## config.mk

```make
export PLATFORM = sky130hd
export DESIGN_NAME = sr_cmd_conditioner_flat
export DESIGN_NICKNAME = d
export VERILOG_FILES = /design/src/rtl/sr_pkg.sv /design/src/rtl/sr_cmd_conditioner_if.sv /design/src/rtl/sr_debounce_chan.sv /design/src/rtl/sr_cmd_conditioner.sv /design/src/flat_wrapper.sv
export SDC_FILE = /design/constraint.sdc
export NUM_CORES = 1
export LEC_CHECK = 0
export CORE_MARGIN = 3
export CORE_UTILIZATION = 53
export DETAILED_ROUTE_END_ITERATION = 16
export PLACE_DENSITY = 0.85
export SETUP_SLACK_MARGIN = 0.1
export SYNTH_ARGS = -nofsm -noshare
export SYNTH_HDL_FRONTEND = slang
export SYNTH_SLANG_ARGS = --single-unit
```

## constraint.sdc

```tcl
create_clock -name clk -period 1.45 [get_ports clk]
set_input_delay 0.2175 -clock clk [delete_from_list [all_inputs] [get_ports clk]]
set_output_delay 0.2175 -clock clk [all_outputs]
set_load 0.05 [all_outputs]
```

## src/rtl/sr_pkg.sv

```systemverilog
// Shared types and defaults for the s/r command conditioner.
package sr_pkg;

   // Per-channel debounce FSM states.
   typedef enum logic [1:0] {
      STABLE_LO = 2'd0,
      CHK_HI    = 2'd1,
      STABLE_HI = 2'd2,
      CHK_LO    = 2'd3
   } deb_state_e;

   localparam int unsigned DEBOUNCE_CYCLES_DEF = 16;
   localparam int unsigned SYNC_STAGES_DEF     = 2;

endpackage

```

## src/rtl/sr_cmd_conditioner_if.sv

```systemverilog
// Command bus: raw set/reset requests in, conditioned s/r pulses and conflict flag out.
interface sr_cmd_conditioner_if;

   logic set_in;
   logic reset_in;
   logic s;
   logic r;
   logic conflict;

   modport master (output set_in, output reset_in, input s, input r, input conflict);
   modport slave  (input set_in, input reset_in, output s, output r, output conflict);

endinterface

```

## src/rtl/sr_debounce_chan.sv

```systemverilog
// One raw input channel: synchroniser, debounce FSM and rising-edge strobe.
module sr_debounce_chan
   import sr_pkg::*;
#(
   parameter int unsigned SYNC_STAGES     = SYNC_STAGES_DEF,
   parameter int unsigned DEBOUNCE_CYCLES = DEBOUNCE_CYCLES_DEF
) (
   input  logic clk,
   input  logic rst,
   input  logic raw,
   output logic rise_strobe
);

   localparam int unsigned   CNT_W    = $clog2(DEBOUNCE_CYCLES);
   localparam logic [CNT_W-1:0] CNT_LAST = CNT_W'(DEBOUNCE_CYCLES - 1);

   logic [SYNC_STAGES-1:0] sync_q, sync_d;
   deb_state_e             state_q, state_d;
   logic [CNT_W-1:0]       cnt_q, cnt_d;
   logic                   rise_q, rise_d;
   logic                   sync;

   assign sync        = sync_q[SYNC_STAGES-1];
   assign rise_strobe = rise_q;

   // Shift the raw level through the synchroniser chain.
   always_comb begin
      sync_d = {sync_q[SYNC_STAGES-2:0], raw};
   end

   // Debounce next-state: a level change must persist DEBOUNCE_CYCLES cycles.
   always_comb begin
      state_d = state_q;
      cnt_d   = cnt_q;
      rise_d  = 1'b0;
      case (state_q)
         STABLE_LO: begin
            if (sync) begin
               state_d = CHK_HI;
               cnt_d   = CNT_W'(1);
            end
         end
         CHK_HI: begin
            if (!sync) begin
               state_d = STABLE_LO;
               cnt_d   = '0;
            end else if (cnt_q == CNT_LAST) begin
               state_d = STABLE_HI;
               cnt_d   = '0;
               rise_d  = 1'b1;
            end else begin
               cnt_d = cnt_q + CNT_W'(1);
            end
         end
         STABLE_HI: begin
            if (!sync) begin
               state_d = CHK_LO;
               cnt_d   = CNT_W'(1);
            end
         end
         CHK_LO: begin
            if (sync) begin
               state_d = STABLE_HI;
               cnt_d   = '0;
            end else if (cnt_q == CNT_LAST) begin
               state_d = STABLE_LO;
               cnt_d   = '0;
            end else begin
               cnt_d = cnt_q + CNT_W'(1);
            end
         end
         default: begin
            state_d = STABLE_LO;
            cnt_d   = '0;
         end
      endcase
   end

   // Channel registers; reset clears everything including a strobe in flight.
   always_ff @(posedge clk) begin
      if (rst) begin
         sync_q  <= '0;
         state_q <= STABLE_LO;
         cnt_q   <= '0;
         rise_q  <= 1'b0;
      end else begin
         sync_q  <= sync_d;
         state_q <= state_d;
         cnt_q   <= cnt_d;
         rise_q  <= rise_d;
      end
   end

endmodule

```

## src/rtl/sr_cmd_conditioner.sv

```systemverilog
// Turns bouncy set/reset requests into clean, mutually exclusive s/r pulses.
module sr_cmd_conditioner
   import sr_pkg::*;
#(
   parameter int unsigned DEBOUNCE_CYCLES = DEBOUNCE_CYCLES_DEF,
   parameter int unsigned SYNC_STAGES     = SYNC_STAGES_DEF
) (
   input  logic                 clk,
   input  logic                 rst,
   sr_cmd_conditioner_if.slave  cmd
);

   logic set_rise;
   logic reset_rise;
   logic s_q, s_d;
   logic r_q, r_d;
   logic conflict_q, conflict_d;

   sr_debounce_chan #(
      .SYNC_STAGES     (SYNC_STAGES),
      .DEBOUNCE_CYCLES (DEBOUNCE_CYCLES)
   ) u_set_chan (
      .clk         (clk),
      .rst         (rst),
      .raw         (cmd.set_in),
      .rise_strobe (set_rise)
   );

   sr_debounce_chan #(
      .SYNC_STAGES     (SYNC_STAGES),
      .DEBOUNCE_CYCLES (DEBOUNCE_CYCLES)
   ) u_reset_chan (
      .clk         (clk),
      .rst         (rst),
      .raw         (cmd.reset_in),
      .rise_strobe (reset_rise)
   );

   // Arbitration: reset wins a same-cycle tie and the set is dropped.
   always_comb begin
      s_d        = set_rise & ~reset_rise;
      r_d        = reset_rise;
      conflict_d = set_rise & reset_rise;
   end

   // Output registers.
   always_ff @(posedge clk) begin
      if (rst) begin
         s_q        <= 1'b0;
         r_q        <= 1'b0;
         conflict_q <= 1'b0;
      end else begin
         s_q        <= s_d;
         r_q        <= r_d;
         conflict_q <= conflict_d;
      end
   end

   assign cmd.s        = s_q;
   assign cmd.r        = r_q;
   assign cmd.conflict = conflict_q;

endmodule

```

## src/flat_wrapper.sv

```systemverilog
// flat-port wrapper written by rule: the top's interface ports become plain ports
module sr_cmd_conditioner_flat import sr_pkg::*;
#(
   parameter int unsigned DEBOUNCE_CYCLES = DEBOUNCE_CYCLES_DEF,
   parameter int unsigned SYNC_STAGES     = SYNC_STAGES_DEF
)
  (clk, rst, cmd_set_in, cmd_reset_in, cmd_s, cmd_r, cmd_conflict);
  sr_cmd_conditioner_if cmd_i ();
  input  logic clk;
  input  logic rst;
  input wire logic [$bits(cmd_i.set_in)-1:0] cmd_set_in;
  input wire logic [$bits(cmd_i.reset_in)-1:0] cmd_reset_in;
  output wire logic [$bits(cmd_i.s)-1:0] cmd_s;
  output wire logic [$bits(cmd_i.r)-1:0] cmd_r;
  output wire logic [$bits(cmd_i.conflict)-1:0] cmd_conflict;
  assign cmd_i.set_in = cmd_set_in;
  assign cmd_i.reset_in = cmd_reset_in;
  assign cmd_s = cmd_i.s;
  assign cmd_r = cmd_i.r;
  assign cmd_conflict = cmd_i.conflict;
  sr_cmd_conditioner #(.DEBOUNCE_CYCLES(DEBOUNCE_CYCLES), .SYNC_STAGES(SYNC_STAGES)) u_core (.clk(clk), .rst(rst), .cmd(cmd_i));
endmodule
```

Word-level counts from Yosys, hierarchy flattened
Index checks and enable logic that the tools add are counted.
- register bits after elaboration: 21
- bits in latches: 0
- memory bits (writable): 0
- ROM bits: 0
- input port bits: 4
- output and inout bits: 3
- memories kept: 0
- add/subtract/negate cells: 2
- $mul: 0
- div/mod/pow operators: 0
- $lt $le $gt $ge: 0
- equality and inequality tests: 16
- shift operators: 0
- multiplexer cells: 28
- bitwise operators: 7
- reductions and logical operators: 8
- operator list (kind ; count):
    $mux W4 ; 10
    $pmux W4 S4 ; 2
    $mux W2 ; 12
    $pmux W2 S4 ; 2
    $ne A3 B3 Y1 const B ; 4
    $add A4 B1 Y4 const B ; 2
    $eq A2 B2 Y1 const B ; 4
    $eq A4 B4 Y1 const B ; 2
    $ne A2 B2 Y1 const B ; 4
    $reduce_and A4 Y1 ; 2
    $reduce_or A3 Y1 ; 2
    $not A1 Y1 ; 5
    $eq A2 B1 Y1 const B ; 2
    $logic_not A2 Y1 ; 2
    $reduce_and A2 Y1 ; 2
    $and A1 B1 Y1 ; 2
    $mux W1 ; 2

Logic depth before layout (Yosys ltp)
- depth in word-level cells: 4
- mapped depth: 4
- gate-level depth less buffers: 4

Modules after synthesis
Synthesis repeated with hierarchy kept, for this count alone.
- cells, all modules: 82
- area total of the unflattened synthesis: 852.1 µm²
- by module, submodules not included (module ; times used ; cells each ; area each (µm²) ; sequential area each (µm²)):
    sr_debounce_chan ; 2 ; 38 ; 382.9 ; 180.2
    sr_cmd_conditioner ; 1 ; 6 ; 86.3 ; 60.1

Worst setup path before layout
OpenSTA, ideal clock, no wires.
- path type: reg2reg
- start: reg (tool-made name)
- end: reg u_core.u_reset_chan.cnt_q[3]
- arrival time: 1.053 ns
- setup slack: 0.323 ns
- cell stages (with the launch flop): 4
- cells stage by stage: dfxtp_1 > xor2_2 > or4b_1 > o21ai_0
- RTL lines (what ; RTL line ; RTL):
    end signal, assigned ; sr_debounce_chan.sv:89 ; cnt_q <= cnt_d;
    end, declared ; sr_debounce_chan.sv:19 ; logic [CNT_W-1:0] cnt_q, cnt_d;

==> impl_metrics.env <==
export IMPL_status="finished clean"
export IMPL_antenna_cells=0
export IMPL_die_h_um=45.3
export IMPL_p_leak_nw=0.371
export IMPL_synth_warnings=0
export IMPL_final_cell_mix="dfxtp_1, nand3_1, a21oi_1, nor2b_1"
export IMPL_route_detailed_drc=0
export IMPL_crit_chain="xor2_2 > mux2i_1 > a32o_1"
export IMPL_cts_resized=0
export IMPL_ant_nets=0
export IMPL_clkSinkCount=21
export IMPL_synth_distinct_cells=27
export IMPL_crit_required_ns=1.66
export IMPL_r2r_slack_ns=0.20
export IMPL_overflow=0
export IMPL_place_ws_ns=0.130
export IMPL_seq_area_um2=420
export IMPL_cts_made_buffers=3
export IMPL_ys_ff_latch=21
export IMPL_grt_max_degree=14
export IMPL_die_area_um2=2050
export IMPL_drt_iter0_drc=10
export IMPL_fin_area_um2=913
export IMPL_wl_per_cell_um=12.7
export IMPL_synth_avg_cell_area_um2=10.3
export IMPL_power_density_nw_per_um2=996
export IMPL_cts_hold_buf=0
export IMPL_hold_viol_final=0
export IMPL_core_area_um2=1370
export IMPL_critPathLaunchType="register"
export IMPL_synthTopCellsByArea="dfxtp_1, nand3_1, xor2_1, nor2b_1, mux2i_1"
export IMPL_dp_cells=99
export IMPL_seq_area_frac_synth_pct=51.5
export IMPL_post_route_period_util_pct=86.3
export IMPL_rsz0062_at_grt="false"
export IMPL_syn_to_final_growth_pct=11.8
export IMPL_clock_skew_ns=0.00118
export IMPL_fillers=110
export IMPL_first_global_vias=567
export IMPL_worstMarginPinSlew_ns=0.375
export IMPL_final_max_slew_violation_count=0
export IMPL_path_class="reg -> reg"
export IMPL_die_w_um=45.3
export IMPL_num_nets_final=95
export IMPL_setup_viol=0
export IMPL_cts_clk_slew_worst_paths_ns=0.11
export IMPL_drive_above_1_share_pct=10.2
export IMPL_grt_pass1_wl_mm=2.32
export IMPL_dpl_cell_area_um2=887
export IMPL_routed_wl_mm=1.30
export IMPL_synthCells=79
export IMPL_final_instance_count_excl_fill=103
export IMPL_mostFrequentLayoutCell="dfxtp_1"
export IMPL_io_pins=7
export IMPL_max_slew_margin_rel_pct=75.0
export IMPL_place_congestion=0.820
export IMPL_max_stage_delay_ns=0.42
export IMPL_hold_path_depth=1
export IMPL_antenna_found_initial=0
export IMPL_r2r_end="u_core.u_reset_chan.cnt_q[2]"
export IMPL_rr_worst_depth=3
export IMPL_port_buffer_count=6
export IMPL_drv_cap=0
export IMPL_grt_usage_pct=16.5
export IMPL_post_dp_hpwl_um=891
export IMPL_ir_worst_vdd_mv=0.495
export IMPL_vias_per_cell=5.74
export IMPL_fin_setup_tns_ns=0
export IMPL_synth_area_leader_cell="dfxtp_1"
export IMPL_multi_input_area_um2=384
export IMPL_clkLatencyLatePin_ns=0.30
export IMPL_crit_arrival_ns=1.46
export IMPL_syn_area_um2=817
export IMPL_synth_fp_nets=85
export IMPL_post_cts_buffers=0
export IMPL_drtPass1Iterations=4
export IMPL_cts_root_buf="clkbuf_4"
export IMPL_initial_core_util_pct=59.8
export IMPL_synth_top_cell_area_share_pct=51.5
export IMPL_critPathCaptureType="register"
export IMPL_clockBufferDepth=2
export IMPL_max_freq_ghz=0.799
export IMPL_layout_setup_ws_ns=0.198
export IMPL_worstHoldStart="u_core.u_reset_chan.sync_q[0]"
export IMPL_crit_fanout=8
export IMPL_vias=591
export IMPL_htreeDepth=1
export IMPL_holdWs_ns=0.452
export IMPL_cts_tree="done"
export IMPL_hold_path_end="u_core.u_reset_chan.sync_q[1]"
export IMPL_hold_class="reg -> reg"
export IMPL_fin_crit_ns=1.25
export IMPL_crit_slowest_cell="dfxtp_1"
export IMPL_rows=13
worst max-delay path: cells and delay by family (launching register included):
family	cells	cell delay, ns
mux	1	0.13
flops	1	0.42
compound gates	1	0.26
xor+xnor	1	0.35
how the worst max path moves through the flow:
stage                                         endpoint  cells after the start
after CTS                 u_core.u_reset_chan.cnt_q[2]                      3
after global placement    u_core.u_reset_chan.cnt_q[3]                      3
after global routing      u_core.u_reset_chan.cnt_q[2]                      3
after floorplan           u_core.u_reset_chan.cnt_q[3]                      3
final                     u_core.u_reset_chan.cnt_q[2]                      3
after detailed placement  u_core.u_reset_chan.cnt_q[3]                      3
Yosys cell counts:
| cell | count |
|---|---|
| a21oi_1 | 5 |
| a32o_1 | 1 |
| and3_1 | 2 |
| and3_2 | 1 |
| buf_2 | 1 |
| clkbuf_1 | 1 |
| dfxtp_1 | 21 |
| ha_1 | 2 |
| inv_1 | 1 |
| mux2i_1 | 3 |
| nand2_1 | 1 |
| nand2b_1 | 3 |
| nand3_1 | 7 |
| nand3b_1 | 2 |
| nand4_1 | 4 |
| nand4b_1 | 1 |
| nor2_1 | 2 |
| nor2b_1 | 5 |
| nor3_1 | 1 |
| nor3b_1 | 1 |
| nor4b_1 | 2 |
| o21ai_0 | 4 |
| or3b_1 | 1 |
| or4b_1 | 1 |
| xnor2_1 | 1 |
| xor2_1 | 4 |
| xor2_2 | 1 |
power by group:
part / leakage, nW / switching, W / internal, W
Sequential: 0.170 / 0.00000911 / 0.000586
Clock: 0.0150 / 0.000167 / 0.000107
Combinational: 0.185 / 0.0000201 / 0.0000204
metal layers:
layer	vias up	routed length (um)	track usage [%]
li1	302	-	-
met1	272	622	19.7
met2	12	576	24.9
met3	5	51	3.59
met4	0	54	14.0
met5	-	0	0
layout make-up:
class                   instances  share of cell area (%)
clock buffers                   4                    2.88
multi-input cells              55                    42.1
flip-flops and latches         21                    46.0
inverters                       1                   0.411
well taps                      15                    2.05
repair buffers                  7                    6.58
kinds of logic (layout without fill, tap and decap cells):
logic type | after synthesis | after routing | share of synthesized area [%]
XOR/XNOR | 6 | 6 | 7.35
AND/OR/NAND/NOR | 34 | 34 | 26.2
adder cells (fa/ha/maj) | 2 | 2 | 3.06
flip-flops | 21 | 21 | 51.5
buffers and inverters | 3 | 12 | 1.53
AO/OA/AOI/OAI | 10 | 10 | 6.74
multiplexers | 3 | 3 | 3.68
metrics by stage:
| stage | total power, W | utilization, % |
|---|---|---|
| after global routing | 0.000946 | 66.8 |
| after global placement | 0.000647 | 64.9 |
| final | 0.000910 | 66.8 |
| after CTS | 0.000920 | 66.8 |
| after detailed placement | 0.000649 | 64.9 |
| after floorplan | 0.000630 | - |
state kept, by name, indices dropped and copies added, names as in the netlist, named ones only:
register	cells
u_core.cmd.conflict	1
u_core.u_reset_chan.sync_q	2
u_core.cmd.s	1
u_core.u_reset_chan.cnt_q	4
u_core.u_reset_chan.rise_strobe	1
u_core.u_set_chan.rise_strobe	1
u_core.u_set_chan.cnt_q	4
u_core.u_set_chan.state_q	1
u_core.u_reset_chan.state_q	1
u_core.cmd.r	1
u_core.u_set_chan.sync_q	2
Note: power is estimated with default switching activity, not from simulation.
